File: src/rtl/texture_fetch_arbiter_if.sv
// Bundle of request, ROM and response signals shared between the texture
// fetch arbiter and the blocks around it (requesters and texture ROM).
interface texture_fetch_arbiter_if;
   logic       req0_valid;
   logic       req0_ready;
   logic [5:0] req0_texture_idx;
   logic [2:0] req0_y;
   logic [2:0] req0_x;

   logic       req1_valid;
   logic       req1_ready;
   logic [5:0] req1_texture_idx;
   logic [2:0] req1_y;
   logic [2:0] req1_x;

   logic [5:0] rom_texture_idx;
   logic [2:0] rom_y_idx;
   logic [2:0] rom_x_idx;
   logic [3:0] rom_val;

   logic       rsp0_valid;
   logic       rsp1_valid;
   logic [3:0] rsp_data;
   logic       busy;

   // Arbiter side
   modport slave (
      input  req0_valid, req0_texture_idx, req0_y, req0_x,
      input  req1_valid, req1_texture_idx, req1_y, req1_x,
      input  rom_val,
      output req0_ready, req1_ready,
      output rom_texture_idx, rom_y_idx, rom_x_idx,
      output rsp0_valid, rsp1_valid, rsp_data, busy
   );

   // Requester / ROM side
   modport master (
      output req0_valid, req0_texture_idx, req0_y, req0_x,
      output req1_valid, req1_texture_idx, req1_y, req1_x,
      output rom_val,
      input  req0_ready, req1_ready,
      input  rom_texture_idx, rom_y_idx, rom_x_idx,
      input  rsp0_valid, rsp1_valid, rsp_data, busy
   );
endinterface

File: src/rtl/texture_fetch_arbiter.sv
// Texture fetch arbiter: shares the single-port, one-cycle texture ROM
// between the mode7 floor renderer (requester 0) and the sprite fetcher
// (requester 1). One fetch per clock, responses two cycles after the grant,
// tagged back to the requester that issued them.
module texture_fetch_arbiter #(
   parameter bit RR_ENABLE = 1'b1
) (
   input  logic                    clk,
   input  logic                    reset,
   texture_fetch_arbiter_if.slave  bus
);

   logic       w_grant0;
   logic       w_grant1;
   logic       w_grantAny;
   logic [5:0] w_selTex;
   logic [2:0] w_selY;
   logic [2:0] w_selX;

   logic       r_lastGrant;
   logic [5:0] r_romTex;
   logic [2:0] r_romY;
   logic [2:0] r_romX;
   logic       r_s1Valid;
   logic       r_s1Tag;
   logic       r_s2Valid;
   logic       r_s2Tag;

   // Grant decision: a lone requester always wins; on a tie round-robin
   // picks whoever did not win last, fixed priority always picks req0.
   // Nothing is granted while reset is held.
   always_comb begin
      w_grant0 = 1'b0;
      w_grant1 = 1'b0;
      if (!reset) begin
         if (bus.req0_valid && bus.req1_valid) begin
            if (RR_ENABLE && (r_lastGrant == 1'b0)) begin
               w_grant1 = 1'b1;
            end else begin
               w_grant0 = 1'b1;
            end
         end else begin
            w_grant0 = bus.req0_valid;
            w_grant1 = bus.req1_valid;
         end
      end
   end

   assign w_grantAny = w_grant0 | w_grant1;

   // Address mux selecting the winner's coordinates for the ROM register.
   always_comb begin
      w_selTex = bus.req0_texture_idx;
      w_selY   = bus.req0_y;
      w_selX   = bus.req0_x;
      if (w_grant1) begin
         w_selTex = bus.req1_texture_idx;
         w_selY   = bus.req1_y;
         w_selX   = bus.req1_x;
      end
   end

   // Remember the last winner; starts at 1 so req0 takes the first tie.
   always_ff @(posedge clk or posedge reset) begin
      if (reset) begin
         r_lastGrant <= 1'b1;
      end else if (w_grantAny) begin
         r_lastGrant <= w_grant1;
      end
   end

   // ROM address register; holds its value when idle so the bus stays quiet.
   always_ff @(posedge clk or posedge reset) begin
      if (reset) begin
         r_romTex <= '0;
         r_romY   <= '0;
         r_romX   <= '0;
      end else if (w_grantAny) begin
         r_romTex <= w_selTex;
         r_romY   <= w_selY;
         r_romX   <= w_selX;
      end
   end

   // Two-stage valid/tag pipeline tracking which requester owns the data
   // coming out of the ROM; reset drops anything in flight.
   always_ff @(posedge clk or posedge reset) begin
      if (reset) begin
         r_s1Valid <= 1'b0;
         r_s1Tag   <= 1'b0;
         r_s2Valid <= 1'b0;
         r_s2Tag   <= 1'b0;
      end else begin
         r_s1Valid <= w_grantAny;
         r_s1Tag   <= w_grant1;
         r_s2Valid <= r_s1Valid;
         r_s2Tag   <= r_s1Tag;
      end
   end

   assign bus.req0_ready      = w_grant0;
   assign bus.req1_ready      = w_grant1;
   assign bus.rom_texture_idx = r_romTex;
   assign bus.rom_y_idx       = r_romY;
   assign bus.rom_x_idx       = r_romX;
   assign bus.rsp0_valid      = r_s2Valid & ~r_s2Tag;
   assign bus.rsp1_valid      = r_s2Valid & r_s2Tag;
   assign bus.rsp_data        = reset ? 4'h0 : bus.rom_val;
   assign bus.busy            = r_s1Valid | r_s2Valid;

endmodule
File: src/flat_wrapper.sv
// flat-port wrapper written by rule: the top's interface ports become plain ports
module texture_fetch_arbiter_flat 
#(
   parameter bit RR_ENABLE = 1'b1
)
  (clk, reset, bus_req0_valid, bus_req0_texture_idx, bus_req0_y, bus_req0_x, bus_req1_valid, bus_req1_texture_idx, bus_req1_y, bus_req1_x, bus_rom_val, bus_req0_ready, bus_req1_ready, bus_rom_texture_idx, bus_rom_y_idx, bus_rom_x_idx, bus_rsp0_valid, bus_rsp1_valid, bus_rsp_data, bus_busy);
  texture_fetch_arbiter_if bus_i ();
  input  logic clk;
  input  logic reset;
  input wire logic [$bits(bus_i.req0_valid)-1:0] bus_req0_valid;
  input wire logic [$bits(bus_i.req0_texture_idx)-1:0] bus_req0_texture_idx;
  input wire logic [$bits(bus_i.req0_y)-1:0] bus_req0_y;
  input wire logic [$bits(bus_i.req0_x)-1:0] bus_req0_x;
  input wire logic [$bits(bus_i.req1_valid)-1:0] bus_req1_valid;
  input wire logic [$bits(bus_i.req1_texture_idx)-1:0] bus_req1_texture_idx;
  input wire logic [$bits(bus_i.req1_y)-1:0] bus_req1_y;
  input wire logic [$bits(bus_i.req1_x)-1:0] bus_req1_x;
  input wire logic [$bits(bus_i.rom_val)-1:0] bus_rom_val;
  output wire logic [$bits(bus_i.req0_ready)-1:0] bus_req0_ready;
  output wire logic [$bits(bus_i.req1_ready)-1:0] bus_req1_ready;
  output wire logic [$bits(bus_i.rom_texture_idx)-1:0] bus_rom_texture_idx;
  output wire logic [$bits(bus_i.rom_y_idx)-1:0] bus_rom_y_idx;
  output wire logic [$bits(bus_i.rom_x_idx)-1:0] bus_rom_x_idx;
  output wire logic [$bits(bus_i.rsp0_valid)-1:0] bus_rsp0_valid;
  output wire logic [$bits(bus_i.rsp1_valid)-1:0] bus_rsp1_valid;
  output wire logic [$bits(bus_i.rsp_data)-1:0] bus_rsp_data;
  output wire logic [$bits(bus_i.busy)-1:0] bus_busy;
  assign bus_i.req0_valid = bus_req0_valid;
  assign bus_i.req0_texture_idx = bus_req0_texture_idx;
  assign bus_i.req0_y = bus_req0_y;
  assign bus_i.req0_x = bus_req0_x;
  assign bus_i.req1_valid = bus_req1_valid;
  assign bus_i.req1_texture_idx = bus_req1_texture_idx;
  assign bus_i.req1_y = bus_req1_y;
  assign bus_i.req1_x = bus_req1_x;
  assign bus_i.rom_val = bus_rom_val;
  assign bus_req0_ready = bus_i.req0_ready;
  assign bus_req1_ready = bus_i.req1_ready;
  assign bus_rom_texture_idx = bus_i.rom_texture_idx;
  assign bus_rom_y_idx = bus_i.rom_y_idx;
  assign bus_rom_x_idx = bus_i.rom_x_idx;
  assign bus_rsp0_valid = bus_i.rsp0_valid;
  assign bus_rsp1_valid = bus_i.rsp1_valid;
  assign bus_rsp_data = bus_i.rsp_data;
  assign bus_busy = bus_i.busy;
  texture_fetch_arbiter #(.RR_ENABLE(RR_ENABLE)) u_core (.clk(clk), .reset(reset), .bus(bus_i));
endmodule
File: config.mk
export PLATFORM = sky130hd
export DESIGN_NAME = texture_fetch_arbiter_flat
export DESIGN_NICKNAME = d
export VERILOG_FILES = /design/src/rtl/texture_fetch_arbiter_if.sv /design/src/rtl/texture_fetch_arbiter.sv /design/src/flat_wrapper.sv
export SDC_FILE = /design/constraint.sdc
export NUM_CORES = 1
export LEC_CHECK = 0
export CAP_MARGIN = 5
export CORE_ASPECT_RATIO = 0.5
export CORE_MARGIN = 8
export CORE_UTILIZATION = 30
export CTS_BUF_LIST = sky130_fd_sc_hd__clkbuf_8
export CTS_CLUSTER_SIZE = 16
export DETAILED_ROUTE_END_ITERATION = 10
export PLACE_DENSITY_LB_ADDON = 0.12
export SLEW_MARGIN = 20
export SYNTH_ARGS = -nofsm -noshare
export SYNTH_HDL_FRONTEND = slang
export SYNTH_SLANG_ARGS = --single-unit
File: constraint.sdc
create_clock -name clk -period 1.2 [get_ports clk]
set_input_delay 0.12 -clock clk [delete_from_list [all_inputs] [get_ports clk]]
set_output_delay 0.12 -clock clk [all_outputs]
set_load 0.01 [all_outputs]
==> Word-level counts from Yosys, hierarchy flattened <==
Cells that the tools add are included.
{ "op_classes": {"n_mux": 10, "n_reduce_logical": 1, "bitwise": 5} }
{ "ops": {"columns": ["op", "n"], "rows": [
  ["2-to-1 mux 1 bit", 6],
  ["2-to-1 mux 3 bit", 2],
  ["2-to-1 mux 6 bit", 1],
  ["2-to-1 mux 4 bit", 1],
  ["bitwise AND 1 bit", 2],
  ["bitwise OR 1 bit", 2],
  ["logical AND 1 bit", 1],
  ["inverter 1 bit", 1]
]} }
{ "totals": {"input_bits": 32, "reg_bits": 17} }

==> Longest topological paths before layout <==
{ "logic_depth": {"ltp_word": 4, "ltp_mapped": 5, "ltp_nobuf": 3} }

==> Worst setup path after synthesis <==
OpenSTA, ideal clock, no wires.
{ "synth_path": {"path_kind": "register to output", "from": "reg u_core.r_lastGrant", "to": "out bus_req0_ready", "t_arrival_ns": 1.108, "t_required_ns": 1.080, "slack_ns": -0.028, "path_stages_with_launch": 4, "path_cell_list": "dfstp_2 -> inv_1 -> buf_2 -> a211oi_1"} }
{ "synth_between": {"elab_chain_len": 3} }
{ "synth_rtl": {"columns": ["item", "line_no", "text"], "rows": [
  ["start: declaration", "texture_fetch_arbiter.sv:20", "logic r_lastGrant;"],
  ["start signal: assignment", "texture_fetch_arbiter.sv:68", "r_lastGrant <= w_grant1;"],
  ["2-to-1 mux 1 bit", "texture_fetch_arbiter.sv:37", "if (RR_ENABLE && (r_lastGrant == 1'b0)) begin"],
  ["2-to-1 mux 1 bit", "texture_fetch_arbiter.sv:36", "if (bus.req0_valid && bus.req1_valid) begin"],
  ["2-to-1 mux 1 bit", "texture_fetch_arbiter.sv:35", "if (!reset) begin"],
  ["end: declaration", "flat_wrapper.sv:19", "output wire logic [$bits(bus_i.req0_ready)-1:0] bus_req0_ready;"]
]} }
Every way passes these cells.

==> Worst setup path in the final report <==
{ "layout_path": {"from": "reg u_core.r_lastGrant", "to": "out bus_req1_ready"} }
{ "layout_between": {"elab_chain_len": 3} }
{ "layout_rtl": {"columns": ["item", "line_no", "text"], "rows": [
  ["2-to-1 mux 1 bit", "texture_fetch_arbiter.sv:37", null],
  ["2-to-1 mux 1 bit", "texture_fetch_arbiter.sv:36", null],
  ["2-to-1 mux 1 bit", "texture_fetch_arbiter.sv:35", null],
  ["end: declaration", "flat_wrapper.sv:20", "output wire logic [$bits(bus_i.req1_ready)-1:0] bus_req1_ready;"]
]} }
Every way passes these cells.

==> impl_metrics.yaml <==
status:
  outcome: "finished with violations"
  violations: "setup timing"
timing:
  hold_viol: 0
  skew_ns: 0.002447
  slew_violations: 0
  tightestPinTransition_ns: 0.2161
  rsz0062_at_grt: "yes"
  setup_viol: 13
  max_slew_margin_pct: 85.60
  fin_tns_setup_ns: -0.4957
  period_minus_slack_ns: 1.337
  max_freq_mhz: 747.7
  post-route-period-util_pct: 111.5
  fin_ws_ns: -0.1374
place:
  postPlaceCellArea_um2: 1513
  place_congestion: 0.7245
  hpwl_um: 2264
  place_ws_ns: -0.4241
  numPortBuffers: 52
finish:
  stdcell_area_um2: 1722
  final_nets: 193
  multi_input_area_um2: 480.5
  seq_area_um2: 426.7
  nFillCells: 270
  drive_gt1_share_pct: 34.38
  area_delta_synth_final_pct: 94.08
  diodes: 0
floorplanning:
  core_area_um2: 2908
  fp.dieW_um: 92.90
  die-area_um2: 5058
  fp-row-count: 14
  num_io_pins: 53
  die_y_um: 54.45
  start_util_pct: 30.51
setup_path:
  crit_chain: "buf_6 -> and2_4 -> nor2_4 -> buf_6"
  cp.buffers_inverters: 2
  worst_r2r_startpoint: "u_core.r_lastGrant$_DFFE_PP1P_"
  cp_max_fo: 3
  cp-startpoint: "u_core.r_lastGrant$_DFFE_PP1P_"
  worstSetupPathType: "flop to output pin"
  max_stage_delay_ns: 0.54
  critPathArrivalTime_ns: 1.22
  start_kind: "flop"
  cp_top_family: "flip-flops"
  crit_slowest_cell: "dfstp_2"
  crit_required_ns: 1.08
  crit_path_end_kind: "output pin"
  cp_common_cell: "buf_6"
job:
  maxCapViolCount: 0
clock_network:
  clk-insertion-delay-late_ns: 0.25
  clk_pin_slew_worst_paths_ns: 0.07
  cts_made_buffers: 3
  root_buffer: "clkbuf_8"
  htree_levels: 1
  clockBufferDepth: 2
  cts_tree: "done"
  cts_num_sinks: 17
route:
  antenna_left: 0
  dr.pass1.iters: 4
  post_drt_via_cell_ratio: 5.000
  via_count: 1000
  totalWireLength_um: 3158
  wl_per_cell_um: 15.79
  drt_iter0_markers: 70
  drc: 0
power_and_ir_drop:
  powerDensity_nw_per_um2: 988.3
  vdd_drop_max_mv: 0.4761
  p_leak_nw: 0.7155
synthesis:
  synth_top_family_by_area: "compound AO/OA/AOI/OAI gates"
  synth_xor_area_share_pct: 0
  synthAdderAreaFrac_pct: 0
  synth-simple-area-share_pct: 12.27
  syn-num-nets: 122
  syn_inst: 90
  yosys_register_bits: 17
  synthesis.area_um2: 887.1
  syn_area_per_cell_um2: 9.857
  synthMuxAreaShare_pct: 0
  seq_area_frac_synth_pct: 48.10
  ys_types: 20
  ys_warn_count: 0
  synth-compound-area-share_pct: 30.47
grt:
  grt_use_total_pct: 12.96
  grt_max_degree: 14
  grt_pass1_wl_um: 5092
  overflow: 0
  antenna_found_initial: 0
  grt_pass1_vias: 1081
worst_hold_path:
  hold_class: "input pin to asynchronous set/reset pin"
[layout make-up]
cell class	instances	area share, %
repair buffers	75	41.06
multi-input cells	61	27.91
inverters	3	0.6541
clock inverters	1	0.2907
flip-flops and latches	17	24.78
clock buffers	3	2.398
well taps	40	2.907
[path summary, 6_finish.rpt]
| check | end | slack (ns) | depth (start not counted) |
|---|---|---|---|
| max | bus_req1_ready | -0.14 | 4 |
| min | u_core.bus.rom_texture_idx[4]$_DFFE_PP0P_ | 0.19 | 5 |
| max reg2reg | u_core.bus.rom_y_idx[2]$_DFFE_PP0P_ | -0.05 | 5 |
| min reg2reg | u_core.r_s2Tag$_DFF_PP0_ | 0.35 | 0 |
| max in group asynchronous | u_core.r_s2Valid$_DFF_PP0_ | 0.73 | 6 |
| min in group clk | u_core.r_s1Tag$_DFF_PP0_ | 0.25 | 3 |
[per-layer routing]
metal	track usage [%]	up-vias	share of wire (%)
met5	0	-	0
met4	3.694	0	0.60
met3	6.019	2	9.8
met2	23.25	36	49
met1	13.91	482	41
li1	-	480	-
[layout by cell type, fill, tap and decap left out, drive strengths merged, types with 2 or more instances in the layout]
cell type	synthesis	final
nor2	13	13
clkbuf	0	4
a31oi	12	12
o2111ai	12	12
dlygate4sd2	0	15
clkdlybuf4s50	0	29
buf	9	28
dfrtp	16	16
o21ai	12	12
inv	3	3
and2	2	2
nor2b	4	4
[power by group]
part           switching, mW  total [mW]  leakage [nW]  internal, mW
registers             0.0359       0.682         0.195         0.646
logic                  0.271       0.597         0.494         0.327
clock network          0.192       0.422        0.0255         0.230
[Yosys cell counts]
cell | count | area [um^2]
dfrtp_1 | 16 | 400.4
nor2_1 | 13 | 48.80
a31oi_1 | 12 | 75.07
o2111ai_1 | 12 | 105.1
o21ai_0 | 10 | 50.05
buf_2 | 5 | 25.02
nor2b_1 | 4 | 25.02
inv_1 | 3 | 11.26
and2_1 | 2 | 12.51
buf_6 | 2 | 22.52
o21ai_1 | 2 | 10.01
a211oi_1 | 1 | 7.510
and2b_1 | 1 | 7.510
buf_4 | 1 | 7.510
buf_8 | 1 | 15.01
dfstp_2 | 1 | 26.28
nand2b_2 | 1 | 8.760
o21ba_1 | 1 | 10.01
o22ai_2 | 1 | 12.51
or2_2 | 1 | 6.260
[sequential cells by signal, indices dropped and copies added, names as in the netlist]
register,flops
u_core.bus.rom_texture_idx,6
u_core.bus.rom_x_idx,3
u_core.bus.rom_y_idx,3
u_core.r_lastGrant,1
u_core.r_s1Tag,1
u_core.r_s1Valid,1
u_core.r_s2Tag,1
u_core.r_s2Valid,1
[per-stage QoR]
step	hold slack, ns	instances	util, %	power [mW]
floorplan	0.1499	90	-	0.9084
global placement	0.3388	189	52.02	1.229
detailed placement	0.3355	189	52.02	1.233
CTS	0.2974	201	57.01	1.694
global route	0.2332	200	59.21	1.808
finish	0.1919	200	59.21	1.701
[worst register-to-register path, cell delays in order (launching register included)]
cell and delay (ns):
dfstp_2 0.54, buf_6 0.09, and2_4 0.17, buf_6 0.15, o21ai_1 0.06, a31oi_1 0.17
[logic make-up (layout without fill, tap and decap cells)]
kind of cell    Yosys count  count (layout)
flops                    17              17
buf+inv                  12              82
compound gates           39              39
simple gates             22              22
[timing repair]
| item | CTS | global route |
|---|---|---|
| gates cloned | 2 | 1 |
| gates resized for setup | 68 | 21 |
| buffers inserted | 6 | 2 |
| pin swaps | 12 | 4 |
| endpoints found under the setup margin | 33 | 20 |
| hold buffers | 0 | 0 |
No activity file was read; power rests on OpenSTA's default activity.
==> patch: new RTL, same settings <==
Make the reset (`reset`) synchronous in 3 clocked blocks.
--- a/src/rtl/texture_fetch_arbiter.sv
+++ b/src/rtl/texture_fetch_arbiter.sv
@@ -63,3 +63,3 @@
    // Remember the last winner; starts at 1 so req0 takes the first tie.
-   always_ff @(posedge clk or posedge reset) begin
+   always_ff @(posedge clk) begin
       if (reset) begin
@@ -72,3 +72,3 @@
    // ROM address register; holds its value when idle so the bus stays quiet.
-   always_ff @(posedge clk or posedge reset) begin
+   always_ff @(posedge clk) begin
       if (reset) begin
@@ -86,3 +86,3 @@
    // coming out of the ROM; reset drops anything in flight.
-   always_ff @(posedge clk or posedge reset) begin
+   always_ff @(posedge clk) begin
       if (reset) begin
Function: differs if reset is asserted again (counterexample within 4 cycles, from zero or initial values and one cycle with reset high); with reset held inactive, the same outputs for 10 cycles.
==> patch against the unedited design <==
The run still ends with negative setup slack left. Die area decreased by 8.5%. Non-clock buffer count decreased by 11. Cell count decreased by 12%. Clock skew increased by 0.0014 ns. First-iteration DRC count decreased by 64%. Routed wire length decreased by 19%. Power decreased by 15%. Via count decreased by 17%. Cell area decreased by 14%. Sequential cell count unchanged. Area after synthesis decreased by 11%. Largest cell class unchanged. Worst setup slack improved by 0.11 ns.
==> patch: results (changes against the unedited design) <==
result of the run=complete, but fails checks (unchanged); violations in the final reports=negative setup slack (unchanged); wire length on met3=250 um (was 308 um); synthesized-area fraction occupied by ao, oa, aoi and oai cells=29.2% (was 30.5%); final clock skew=0.00383 ns (was 0.00245 ns); top fanout value on the critical path=6 (was 3); Synth cell types=19 (was 20); total of endpoints with negative setup slack in the final report=6 (was 13); Worst EP arrival=1.37 ns (was 1.22 ns); Static Leak=0.667 nW (was 0.715 nW); Synth async-reset ratio=0% (was 100%); setup ws final=-0.0303 ns (was -0.137 ns); total wire length after detailed routing=2.57 mm (was 3.16 mm); # nets final=173 (was 193); share of cells above drive strength 1=22.1% (was 34.4%); final weighted congestion of routability-driven global placement=0.705 (was 0.725); met2 layer usage reported by global route=16.7% (was 23.2%); combined global-route utilization of all metal layers=10.9% (was 13.0%); slowest stage cell on the critical path=sky130_fd_sc_hd__dfxtp_2 (was sky130_fd_sc_hd__dfstp_2); Mapped Cells=80 (was 90); total placed instance area=0.00138 mm^2 (was 0.00151 mm^2); worst hold path class=flip-flop to flip-flop (was primary input to async pin); Max IR drop VDD=0.000523 V (was 0.000476 V); largest net degree at the start of global routing=13 (was 14); total of fill cells in the finished design=249 (was 270); Synthesized Nets=112 (was 122); top layer in use=met3 (was met4); hpwl dp=1.95 mm (was 2.26 mm); Detailed Route Iter0 Violations=25 (was 70); peak per-stage delay on the critical path=0.35 ns (was 0.54 ns); met1 wire length=1.18 mm (was 1.29 mm); number of global-route vias before repair=824 (was 1081); most area-consuming cells after synthesis=sky130_fd_sc_hd__dfxtp_1 (43%), sky130_fd_sc_hd__a221o_1 (15%), sky130_fd_sc_hd__a2111oi_0 (13%) (was sky130_fd_sc_hd__dfrtp_1 (45%), sky130_fd_sc_hd__o2111ai_1 (12%), sky130_fd_sc_hd__a31oi_1 (8.5%)); top flip-flop cell by instance count after synthesis=sky130_fd_sc_hd__dfxtp_1 (was sky130_fd_sc_hd__dfrtp_1); setup TNS after final layout=-0.102 ns (was -0.496 ns); Routed wire per std cell=14.5 um (was 15.8 um); routed via count=829 (was 1000); met1 Usage GRT=12.7% (was 13.9%); met2 wirelength from detailed routing=1.13 mm (was 1.54 mm); leading cell types by count after synthesis=sky130_fd_sc_hd__dfxtp_1 (17), sky130_fd_sc_hd__a2111oi_0 (12), sky130_fd_sc_hd__a221o_1 (12), sky130_fd_sc_hd__inv_1 (12), sky130_fd_sc_hd__nor2b_1 (8) (was sky130_fd_sc_hd__dfrtp_1 (16), sky130_fd_sc_hd__nor2_1 (13), sky130_fd_sc_hd__a31oi_1 (12), sky130_fd_sc_hd__o2111ai_1 (12), sky130_fd_sc_hd__o21ai_0 (10)); postcts setup bufs=0 (was 6)
-- patch: cell count changes after synthesis, moves of 11 or more --
cell / before / now
sky130_fd_sc_hd__a31oi_1: 12 / 0
sky130_fd_sc_hd__dfxtp_1: 0 / 17
sky130_fd_sc_hd__a2111oi_0: 0 / 12
sky130_fd_sc_hd__o2111ai_1: 12 / 0
sky130_fd_sc_hd__a221o_1: 0 / 12
sky130_fd_sc_hd__dfrtp_1: 16 / 0
sky130_fd_sc_hd__nor2_1: 13 / 2
-- patch: power by group --
group | internal (mW) | total [mW] | switching [mW]
sequential | 0.611 | 0.633 | 0.0218
clock | 0.230 | 0.423 | 0.193
combinational | 0.227 | 0.385 | 0.157
total | 1.07 | 1.44 | 0.372
-- patch: area by class of cell --
class / count / area, um^2 / share of cell area, %
clock buffer: 3 / 41.3 / 2.78
clock inverter: 1 / 5.00 / 0.338
timing repair buffer: 64 / 603 / 40.7
tap: 37 / 46.3 / 3.12
sequential: 17 / 342 / 23.0
multi-input combinational: 43 / 400 / 27.0
inverter: 12 / 45.0 / 3.04
-- patch: metrics by stage --
step / hold WS (ns) / worst slack, ns
floorplan: 0.260 / 0.00405
global placement: 0.420 / -0.516
detailed placement: 0.427 / -0.521
CTS: 0.413 / -0.0181
global route: 0.457 / -0.0838
finish: 0.435 / -0.0303
-- patch: path summary, 6_finish.rpt --
path                      start                       endpoint  slack [ns]  depth (start not counted)
max          u_core.r_lastGrant  u_core.bus.rom_texture_idx[0]       -0.03                          4
min reg2reg      u_core.r_s1Tag                 u_core.r_s2Tag        0.44                          1
min              u_core.r_s1Tag                 u_core.r_s2Tag        0.44                          1
max reg2reg  u_core.r_lastGrant  u_core.bus.rom_texture_idx[0]       -0.03                          4
